### src/rtl/alu16_reg.sv
// alu16_reg: registered 16-bit ALU with Z/N/C/V flags; define ALU_SAT_EN to add a sat input for saturating ADD/SUB
module alu16_reg #(
  parameter int WIDTH = 16,
  parameter int SHW = 4
) (
  input  logic             clk,
  input  logic             rst_n,
  input  logic             in_valid,
  input  logic [WIDTH-1:0] in1,
  input  logic [WIDTH-1:0] in2,
  input  logic [2:0]       mode,
`ifdef ALU_SAT_EN
  input  logic             sat,
`endif
  output logic [WIDTH-1:0] out,
  output logic             out_valid,
  output logic             flag_z,
  output logic             flag_n,
  output logic             flag_c,
  output logic             flag_v
);
  localparam logic [2:0] OP_ADD = 3'd0, OP_SUB = 3'd1, OP_SHR = 3'd2, OP_SHL = 3'd3;
  localparam logic [2:0] OP_AND = 3'd4, OP_OR = 3'd5, OP_NOT = 3'd6, OP_XOR = 3'd7;
  logic [WIDTH:0] sum, diff, shr, shl;
  logic [WIDTH-1:0] res_d, out_q;
  logic c_d, v_d, add_v, sub_v, big;
  logic z_q, n_q, c_q, v_q, valid_q;
  assign sum   = {1'b0, in1} + {1'b0, in2};
  assign diff  = {1'b0, in1} - {1'b0, in2};
  assign add_v = (in1[WIDTH-1] == in2[WIDTH-1]) && (sum[WIDTH-1] != in1[WIDTH-1]);
  assign sub_v = (in1[WIDTH-1] != in2[WIDTH-1]) && (diff[WIDTH-1] != in1[WIDTH-1]);
  assign big   = |in2[WIDTH-1:SHW];
  assign shr   = {in1, 1'b0} >> in2[SHW-1:0];
  assign shl   = {1'b0, in1} << in2[SHW-1:0];
  // result and carry/overflow selection; the extra bit of shr/shl captures the last bit shifted out
  always_comb begin
    res_d = '0;
    c_d   = 1'b0;
    v_d   = 1'b0;
    case (mode)
      OP_ADD: begin res_d = sum[WIDTH-1:0]; c_d = sum[WIDTH]; v_d = add_v; end
      OP_SUB: begin res_d = diff[WIDTH-1:0]; c_d = diff[WIDTH]; v_d = sub_v; end
      OP_SHR: begin res_d = big ? '0 : shr[WIDTH:1]; c_d = !big && shr[0]; end
      OP_SHL: begin res_d = big ? '0 : shl[WIDTH-1:0]; c_d = !big && shl[WIDTH]; end
      OP_AND: res_d = in1 & in2;
      OP_OR:  res_d = in1 | in2;
      OP_NOT: res_d = ~in1;
      OP_XOR: res_d = in1 ^ in2;
      default: res_d = '0;
    endcase
`ifdef ALU_SAT_EN
    if (sat && v_d && (mode == OP_ADD || mode == OP_SUB))
      res_d = in1[WIDTH-1] ? {1'b1, {(WIDTH-1){1'b0}}} : {1'b0, {(WIDTH-1){1'b1}}};
`endif
  end
  // capture result and flags on valid input; out_valid tracks in_valid with one cycle delay
  always_ff @(posedge clk or negedge rst_n) begin
    if (!rst_n) begin
      out_q   <= '0;
      z_q     <= 1'b0;
      n_q     <= 1'b0;
      c_q     <= 1'b0;
      v_q     <= 1'b0;
      valid_q <= 1'b0;
    end else begin
      valid_q <= in_valid;
      if (in_valid) begin
        out_q <= res_d;
        z_q   <= res_d == '0;
        n_q   <= res_d[WIDTH-1];
        c_q   <= c_d;
        v_q   <= v_d;
      end
    end
  end
  assign out       = out_q;
  assign out_valid = valid_q;
  assign flag_z    = z_q;
  assign flag_n    = n_q;
  assign flag_c    = c_q;
  assign flag_v    = v_q;
endmodule

### config.mk
export PLATFORM = sky130hd
export DESIGN_NAME = alu16_reg
export DESIGN_NICKNAME = d
export VERILOG_FILES = /design/src/rtl/alu16_reg.sv
export SDC_FILE = /design/constraint.sdc
export NUM_CORES = 1
export LEC_CHECK = 0
export ABC_AREA = 1
export CAP_MARGIN = 20
export CORE_UTILIZATION = 35
export DETAILED_ROUTE_END_ITERATION = 6
export HOLD_SLACK_MARGIN = 0.03
export SLEW_MARGIN = 30
export SYNTH_ARGS = -nofsm -noshare
export SYNTH_HDL_FRONTEND = slang
export SYNTH_SLANG_ARGS = --single-unit
### constraint.sdc
create_clock -name clk -period 1.48 [get_ports clk]
set_input_delay 0.296 -clock clk [delete_from_list [all_inputs] [get_ports clk]]
set_output_delay 0.296 -clock clk [all_outputs]
set_load 0.05 [all_outputs]
==> results.py, run 1 <==
metrics = {
    "clocking": {
        "root_buffer": "clkbuf_16",
        "cts_tree": "done",
        "cts.sinks": 20,
        "holdBufCountCts": 0,
        "clkLatencyLatePin_ns": 0.25,
        "htree_num_levels": 1,
        "numCtsBuffers": 3,
        "path_clk_slew_ns": 0.05,
        "cts_max_path_buffers": 2,
    },
    "critical_path": {
        "setup.worst_path.class": "primary input to flip-flop",
        "crit_arrival_ns": 2.21,
        "crit_required_ns": 1.67,
        "endpoint_kind": "flip-flop",
        "worst-path-max-fanout": 7,
        "startpoint_type": "primary input",
    },
    "global_route": {
        "grt_pass1_wl_um": 38100,
        "antenna_found_initial": 1,
        "grt_max_degree": 30,
        "grt_pass1_vias": 7426,
        "grt_usage_pct": 30.9,
        "gr-total-overflow": 0,
    },
    "worst_hold_path": {
        "hp-class": "primary input to asynchronous set/reset pin",
    },
    "finish": {
        "multi_input_area_mm2": 0.00519,
        "seq_area_um2": 500,
        "final_util_pct": 65.7,
        "nets": 1352,
        "fill_cells": 1257,
        "antenna_cells": 0,
        "area_delta_synth_final_pct": 82.4,
        "drive_gt1_share_pct": 51.0,
        "layout.cells.non_filler": 1446,
    },
    "flow_run": {
        "cap_violations": 0,
    },
    "detailed_routing": {
        "drtIter0Drc": 703,
        "drc": 4,
        "dr.pass1.iters": 7,
        "wire_per_inst_um": 17.3,
        "vias_per_cell": 5.37,
        "postRouteAntennaNets": 0,
        "drt-total-wl_um": 25000,
        "vias": 7766,
    },
    "placed_design": {
        "dp.cells": 1403,
        "numPortBuffers": 58,
        "gp_congestion": 1.00,
        "hpwl_um": 19200,
    },
    "logic_synthesis": {
        "synthArstFlopShare_pct": 100,
        "synth_ff_type": "dfrtp_1",
        "ys_seq_elements": 20,
        "syn_nets": 1061,
        "synth_cell_types": 38,
        "syn_area_mm2": 0.00525,
        "synth_edf_count": 0,
        "syn_inst": 972,
        "ys_seq_area_share_pct": 9.53,
        "syn_avg_cell_area_um2": 5.40,
        "ys_warn_count": 0,
    },
    "pwr": {
        "power.density_mw_per_mm2": 523,
        "leakage_uw": 0.00492,
        "peakVddDrop_uv": 392,
        "power_uw": 5010,
    },
    "sta": {
        "max_slew_margin_pct": 65.3,
        "tightest_slew_ns": 0.520,
        "worst_slack_ns": -0.539,
        "rsz0062_at_grt": "yes",
        "final-max-slew-violation-count": 0,
        "setup_viol_count_final": 19,
        "hold_viol": 0,
        "skew_ns": 0,
        "layout_worst_path_cycle_share_pct": 136,
        "finalCriticalPeriod_ns": 2.02,
        "fmax_ghz": 0.495,
    },
    "floorplanning": {
        "fp-row-count": 44,
        "core_mm2": 0.0146,
        "dieArea_mm2": 0.0155,
        "start_util_pct": 36.0,
        "die_h_um": 125,
        "die_x_um": 125,
        "boundaryPins": 59,
    },
    "run_status": {
        "status": "complete, but fails checks",
        "failed_checks": "design-rule violations, negative setup slack",
    },
}
-- registers in the layout, summed over array words and instances (netlist names) --
signal and flops:
out 16, flag_c 1, flag_v 1, flag_z 1
out_valid 1
-- layout by cell type (no fill, tap or decap), types with 6 or more instances in the layout --
cell | netlist | routed
a21oi_1 | 37 | 23
a21oi_2 | 0 | 8
a21oi_4 | 0 | 6
buf_12 | 0 | 27
buf_2 | 18 | 14
buf_4 | 8 | 215
buf_6 | 6 | 49
buf_8 | 0 | 8
dfrtp_1 | 20 | 20
ha_1 | 49 | 19
ha_2 | 0 | 11
ha_4 | 0 | 19
inv_1 | 128 | 76
inv_2 | 9 | 47
inv_4 | 1 | 11
nand2_1 | 326 | 229
nand2_2 | 8 | 88
nand2_4 | 1 | 18
nand3_1 | 153 | 115
nand3_2 | 8 | 38
nand3_4 | 1 | 9
nand4_1 | 17 | 17
nor2_1 | 86 | 50
nor2_2 | 3 | 24
nor2_4 | 4 | 20
o21ai_0 | 23 | 12
o21ai_1 | 2 | 8
o221ai_1 | 7 | 6
o22ai_1 | 18 | 18
-- cell usage after synthesis, types with 7 or more instances --
cell type  instances  area share, %
dfrtp_1           20            9.5
and2_1             7           0.83
nand2_2            8           0.95
nand4_1           17            2.0
nand2_1          326             23
o21ai_0           23            2.2
nand3_1          153             15
o221ai_1           7            1.2
buf_4              8            1.1
inv_1            128            9.1
buf_2             18            1.7
o22ai_1           18            2.1
a21oi_1           37            3.5
nand3_2            8            1.5
nor2_1            86            6.1
ha_1              49             12
inv_2              9           0.64
-- report_power, final --
group | internal [uW] | switching, uW | leakage (uW)
clock network | 411 | 185 | 0.0000442
logic | 1690 | 2030 | 0.00462
registers | 618 | 78.2 | 0.000255
-- cell type report --
cell class                 count  share of cell area, %
clock buffer                   4                  0.927
sequential                    20                   5.22
multi-input combinational    776                   54.2
inverter                     139                   6.18
tap                          184                   2.40
timing repair buffer         323                   31.1
-- stage by stage --
step	TNS, ns	hold WS, ns	worst slack, ns	instance area [um^2]
finish	-5.86	0.392	-0.539	9580
global route	-7.27	0.414	-0.613	9580
CTS	-5.52	0.399	-0.479	9180
detailed placement	-21.15	0.531	-1.38	7930
global placement	-20.77	0.526	-1.35	7930
floorplan	-3.64	0.000409	-0.455	5450
-- layer usage --
metal | track usage (%) | wire length (um)
met3 | 4.21 | 2240
met1 | 40.4 | 10200
met4 | 17.9 | 1470
met5 | 0 | 0
met2 | 48.4 | 11100
-- worst paths after layout --
check	from	to	slack, ns	cells after the start
min reg2reg	out[3]$_DFFE_PN0P_	out[3]$_DFFE_PN0P_	0.54	2
min in group clk	out[3]$_DFFE_PN0P_	out[3]$_DFFE_PN0P_	0.54	2
max in group asynchronous	rst_n	out[8]$_DFFE_PN0P_	0.89	2
max	in1[4]	flag_z$_DFFE_PN0P_	-0.54	16
min	rst_n	out[1]$_DFFE_PN0P_	0.39	2
max reg2reg	out[0]$_DFFE_PN0P_	out[0]$_DFFE_PN0P_	0.78	2
-- worst max-delay path, stage by stage --
cell and delay [ns]:
buf_6 0.08, inv_2 0.04, ha_4 0.34, inv_4 0.05, nand2_2 0.07, nand2_2 0.08, nand3b_1 0.25, nand2_1 0.16
nand3_1 0.08, nand3_1 0.09, nand4_1 0.19, nor2_1 0.16, nand2_1 0.08, nor2_1 0.11, nand3_1 0.08, nand2_1 0.06
-- logic make-up after synthesis --
logic type / after synthesis / share of synthesized area (%)
compound gates: 96 / 10.5
xor+xnor: 4 / 0.667
fa+ha+maj: 51 / 12.4
buf+inv: 177 / 14.6
flops: 20 / 9.53
simple gates: 624 / 52.3
-- repair_timing --
action,4_1_cts,5_1_grt
gates cloned,1,0
endpoints found under the setup margin,19,19
gates resized for setup,432,113
buffers inserted,32,11
pin swaps,133,97
No activity file was read; power rests on OpenSTA's default activity.
==> run 2, diff against run 1 <==
--- a/config.mk
+++ b/config.mk
@@ -7,6 +7,7 @@
 export LEC_CHECK = 0
 export ABC_AREA = 1
 export CAP_MARGIN = 20
+export CORE_MARGIN = 3
 export CORE_UTILIZATION = 35
 export DETAILED_ROUTE_END_ITERATION = 6
 export HOLD_SLACK_MARGIN = 0.03
==> constraint.sdc (replaced) <==
create_clock -name clk -period 2.15 [get_ports clk]
set_input_delay 0.43 -clock clk [delete_from_list [all_inputs] [get_ports clk]]
set_output_delay 0.43 -clock clk [all_outputs]
set_load 0.05 [all_outputs]
==> results.py, run 2 (synthesis gave the netlist of run 1 again) <==
metrics = {
    "run_status": {
        "failed_checks": "negative setup slack",
        "status": "complete, but fails checks",
    },
    "finish": {
        "layout_common_cells": "277 x nand2_1, 239 x buf_4, 137 x nand3_1",
        "antenna_cells": 0,
        "area_delta_synth_final_pct": 68.1,
        "largest_reg_flops": 16,
        "final_common_cell": "nand2_1",
        "nets": 1358,
        "drive_gt1_share_pct": 40.4,
    },
    "detailed_routing": {
        "wire_per_inst_um": 16.9,
        "postRouteAntennaNets": 0,
        "dr.pass1.iters": 6,
        "vias": 7655,
        "drt-total-wl_um": 24500,
        "drtIter0Drc": 767,
        "drc": 0,
        "vias_per_cell": 5.27,
    },
    "critical_path": {
        "startpoint_type": "primary input",
        "crit_path_top_delay_cell": "dlygate4sd2_1",
        "cp_top_family": "simple AND/OR/NAND/NOR gates",
        "crit_buf_inv": 3,
        "crit_chain": "dlygate4sd2_1 > buf_4 > nand3_4 > nor2_4 > buf_4 > nand3_1 > nand2_2 > o21bai_2 > nand4_1 > nor2_1 > nand2_1 > nor2_1 > nand3_1 > nand2_1",
        "rr_worst_depth": 2,
        "setup.worst_path.class": "primary input to flip-flop",
        "crit_arrival_ns": 2.35,
        "max_stage_delay_ns": 0.27,
        "worst-path-stages": 14,
        "endpoint_kind": "flip-flop",
        "crit_required_ns": 2.34,
        "worst-path-max-fanout": 7,
    },
    "global_route": {
        "grt_usage_pct": 28.7,
        "grt_pass1_wl_um": 38000,
        "grt_max_degree": 22,
        "gr-total-overflow": 0,
        "grt_pass1_vias": 7226,
        "antenna_found_initial": 0,
    },
    "worst_hold_path": {
        "hp-class": "flip-flop to flip-flop",
        "whs_path_depth": 2,
    },
    "pwr": {
        "combPwrFrac_pct": 70.3,
        "swShare_pct": 45.0,
        "power_uw": 3230,
        "peakVddDrop_uv": 375,
        "power.share.sequential_pct": 13.9,
        "internal_power_uw": 1780,
        "power.density_mw_per_mm2": 366,
        "clockPowerShare_pct": 15.8,
        "power_switching_uw": 1450,
        "leakage_uw": 0.00470,
    },
    "floorplanning": {
        "die_x_um": 129,
        "dieArea_mm2": 0.0165,
        "fp-row-count": 44,
        "die_h_um": 129,
        "core_mm2": 0.0146,
        "boundaryPins": 59,
        "start_util_pct": 36.0,
    },
    "placed_design": {
        "hpwl_um": 19500,
        "numPortBuffers": 58,
        "gp_congestion": 1.00,
    },
    "clocking": {
        "holdBufCountCts": 0,
        "clkLatencyLatePin_ns": 0.25,
        "root_buffer": "clkbuf_16",
        "htree_num_levels": 1,
        "path_clk_slew_ns": 0.06,
        "cts_max_path_buffers": 2,
        "numCtsBuffers": 3,
        "cts.sinks": 20,
        "cts_tree": "done",
    },
    "sta": {
        "layout_worst_path_cycle_share_pct": 100,
        "skew_ns": 0,
        "fin_setup_tns_ns": -0.00531,
        "tightest_slew_ns": 0.580,
        "setup_viol_count_final": 1,
        "fmax_ghz": 0.464,
        "finalCriticalPeriod_ns": 2.16,
        "max_slew_margin_pct": 61.3,
        "rsz0062_at_grt": "yes",
        "hold_viol": 0,
        "worst_slack_ns": -0.00531,
        "final-max-slew-violation-count": 0,
    },
    "flow_run": {
        "cap_violations": 0,
    },
}
run 2: cell types whose count changed in the layout (fill, tap and decap cells not counted), moves of 21 or more:
| cell | delta |
|---|---|
| nand3_1 | +22 |
| buf_4 | +24 |
| nand2_1 | +48 |
| clkdlybuf4s50_1 | +21 |
| nand2_2 | -37 |
run 2: cell type report:
class,count,area (um^2)
clock buffers,3,75.1
clock inverters,1,30.0
fillers,1388,5760
inverters,139,547
multi-input cells,775,4720
flip-flops and latches,20,500
well taps,184,230
repair buffers,330,2730
run 2: worst paths after layout:
check	start	endpoint	slack, ns
min in group asynchronous	rst_n	out_valid$_DFF_PN0_	0.51
hold reg to reg	out[8]$_DFFE_PN0P_	out[8]$_DFFE_PN0P_	0.48
hold / removal	out[8]$_DFFE_PN0P_	out[8]$_DFFE_PN0P_	0.48
max in group asynchronous	rst_n	flag_z$_DFFE_PN0P_	1.42
setup reg to reg	out[1]$_DFFE_PN0P_	out[1]$_DFFE_PN0P_	1.47
setup / recovery	mode[0]	flag_z$_DFFE_PN0P_	-0.005
run 2: worst reg2reg max path: cells and delay by family, from the launching register on:
kind / cells / cell delay [ns]
flip-flops: 1 / 0.39
AND/OR/NAND/NOR: 1 / 0.07
AO/OA/AOI/OAI: 1 / 0.08
run 2: stage by stage:
step | hold slack (ns) | utilization (%) | cell area, um^2 | std cells | worst slack (ns)
after floorplan | 0.134 | - | 5300 | 972 | 0.00114
after global routing | 0.497 | 60.5 | 8830 | 1452 | -0.155
final | 0.479 | 60.5 | 8830 | 1452 | -0.00531
after detailed placement | 0.464 | 52.7 | 7690 | 1409 | -0.879
after global placement | 0.464 | 52.7 | 7690 | 1409 | -0.874
after CTS | 0.477 | 57.9 | 8450 | 1432 | 0.000183
run 2: routing by layer:
| metal | share of wire (%) | vias to the layer above | GRT usage, % |
|---|---|---|---|
| li1 | - | 3726 | - |
| met1 | 41 | 3554 | 38.5 |
| met2 | 48 | 305 | 49.1 |
| met3 | 7.1 | 70 | 3.15 |
| met4 | 3.6 | 0 | 7.91 |
| met5 | 0 | - | 0 |
run 2: repair_timing:
action                     in CTS  in global routing
gates resized for setup       235                131
pin swaps                      51                 68
cloned                          0                  0
setup buffers                  19                 21
setup endpoints to repair      19                 11
run 2: power groups by stage:
stage               clock network (uW)  logic, uW  registers [uW]
floorplan                            0        820             627
global placement                     0       1890             457
detailed placement                   0       1890             457
CTS                                516       2090             451
global route                       535       2440             455
finish                             510       2270             450
==> run 3, diff against run 2 <==
--- a/config.mk
+++ b/config.mk
@@ -7,10 +7,11 @@
 export LEC_CHECK = 0
 export ABC_AREA = 1
 export CAP_MARGIN = 20
-export CORE_MARGIN = 3
-export CORE_UTILIZATION = 35
+export CORE_UTILIZATION = 65
 export DETAILED_ROUTE_END_ITERATION = 6
+export DONT_BUFFER_PORTS = 1
 export HOLD_SLACK_MARGIN = 0.03
+export PLACE_DENSITY = 0.81
 export SLEW_MARGIN = 30
 export SYNTH_ARGS = -nofsm -noshare
 export SYNTH_HDL_FRONTEND = slang
==> results.py, run 3 (synthesis gave the netlist of run 1 again) <==
metrics = {
    "global_route": {
        "antenna_found_initial": 0,
        "grt_max_degree": 36,
        "grt_pass1_vias": 6662,
        "grt_pass1_wl_um": 31700,
        "grt_usage_pct": 47.2,
        "gr-total-overflow": 0,
    },
    "worst_hold_path": {
        "hp-class": "primary input to asynchronous set/reset pin",
    },
    "sta": {
        "fmax_ghz": 0.476,
        "skew_ns": 0,
        "final-max-slew-violation-count": 0,
        "layout_worst_path_cycle_share_pct": 97.7,
        "max_slew_margin_pct": 65.2,
        "hold_viol": 0,
        "setup_viol_count_final": 0,
        "tightest_slew_ns": 0.522,
        "finalCriticalPeriod_ns": 2.10,
    },
    "flow_run": {
        "cap_violations": 0,
    },
    "critical_path": {
        "setup.worst_path.class": "primary input to flip-flop",
        "cp_top_family": "simple AND/OR/NAND/NOR gates",
        "critPathMostFrequentCell": "nand2_1",
        "endpoint_kind": "flip-flop",
        "crit_buf_inv": 1,
        "max_stage_delay_ns": 0.41,
        "crit_path_top_delay_cell": "ha_2",
        "worst-path-max-fanout": 7,
        "crit_chain": "inv_1 > ha_2 > nand2_1 > nor2_1 > nand2_1 > nand3_1 > nand2_1 > nand2_1 > nand2_1 > nand3_1 > nand4_1 > nor2_1 > nand2_1 > nor2_1 > nand3_1 > nand2_1",
        "startpoint_type": "primary input",
        "crit_required_ns": 2.35,
        "crit_arrival_ns": 2.30,
    },
    "pwr": {
        "power_uw": 2330,
        "peakVddDrop_uv": 252,
        "power.density_mw_per_mm2": 383,
        "leakage_uw": 0.00343,
    },
    "floorplanning": {
        "die_x_um": 91.9,
        "start_util_pct": 67.6,
        "core_mm2": 0.00777,
        "boundaryPins": 59,
        "die_h_um": 91.9,
        "fp-row-count": 32,
        "dieArea_mm2": 0.00844,
    },
    "run_status": {
        "status": "complete, but fails checks",
        "failed_checks": "design-rule violations",
    },
    "clocking": {
        "cts_tree": "done",
        "cts_max_path_buffers": 2,
        "cts.sinks": 20,
        "clkLatencyLatePin_ns": 0.26,
        "htree_num_levels": 1,
        "path_clk_slew_ns": 0.07,
        "numCtsBuffers": 3,
        "root_buffer": "clkbuf_8",
    },
    "placed_design": {
        "gp_congestion": 1.11,
        "numPortBuffers": 0,
        "hpwl_um": 15900,
    },
    "finish": {
        "area_delta_synth_final_pct": 16.1,
        "drive_gt1_share_pct": 17.1,
        "nets": 1117,
        "largest_reg_flops": 16,
        "final_common_cell": "nand2_1",
        "layout_common_cells": "319 x nand2_1, 147 x nand3_1, 124 x inv_1",
        "antenna_cells": 0,
        "final_util_pct": 78.5,
    },
    "detailed_routing": {
        "drt-total-wl_um": 20300,
        "vias": 7171,
        "drc": 1,
        "drtIter0Drc": 786,
        "postRouteAntennaNets": 0,
        "vias_per_cell": 6.35,
        "wire_per_inst_um": 18.0,
        "dr.pass1.iters": 7,
    },
}
-- run 3: changes by cell type in the layout (fill, tap and decap cells not counted), moves of 15 or more --
cell	before	now
nand2_2	51	15
inv_2	39	12
buf_4	239	86
buf_6	30	1
inv_1	93	124
clkbuf_2	15	0
nor2_1	60	77
nand2_1	277	319
clkdlybuf4s50_1	23	0
-- run 3: repair_timing --
action                                  CTS  global route
hold endpoints to repair                 20             0
hold buffers                              1             0
gates resized for setup                   0            48
buffers inserted                          0             1
endpoints found under the setup margin    0             9
-- run 3: worst paths after layout --
kind,from,end,depth (start not counted),slack (ns)
worst max-delay path,in2[5],flag_z$_DFFE_PN0P_,16,0.05
worst min-delay path,rst_n,out[15]$_DFFE_PN0P_,1,0.10
worst max register to register,out[0]$_DFFE_PN0P_,out[0]$_DFFE_PN0P_,2,1.20
worst min register to register,out[15]$_DFFE_PN0P_,out[15]$_DFFE_PN0P_,2,0.52
max in group asynchronous,rst_n,out[4]$_DFFE_PN0P_,1,1.75
min in group clk,in_valid,out_valid$_DFF_PN0_,0,0.19
-- run 3: routing by layer --
layer,vias up,track usage [%],wire length [um]
met5,-,0,0
met3,183,10.5,2750
met4,0,31.6,1600
met2,599,74.1,8690
li1,3233,-,-
met1,3156,57.5,7300
-- run 3: area by class of cell --
class / instances / area (um^2)
clock inverter: 1 / 30.0
inverter: 139 / 532
timing repair buffer: 89 / 682
tap: 102 / 128
sequential: 20 / 500
clock buffer: 3 / 41.3
fill: 633 / 1670
multi-input combinational: 775 / 4190
-- run 3: power by group --
part / internal (uW) / leakage [uW] / switching (uW)
Sequential: 421 / 0.000255 / 197
Combinational: 517 / 0.00314 / 825
Clock: 249 / 0.0000357 / 127
Total: 1190 / 0.00343 / 1150
-- run 3: per-stage QoR --
step	TNS [ns]	area, um^2	instances	hold slack (ns)	setup WS (ns)
final	0	6100	1129	0.103	0.0493
after global routing	-0.143	6100	1129	0.138	-0.105
after CTS	0	5910	1128	0.190	0.0124
after detailed placement	-1.49	5830	1123	0.135	-0.244
after global placement	-0.697	5830	1123	0.135	-0.174
after floorplan	0	5300	972	0.134	0.00114
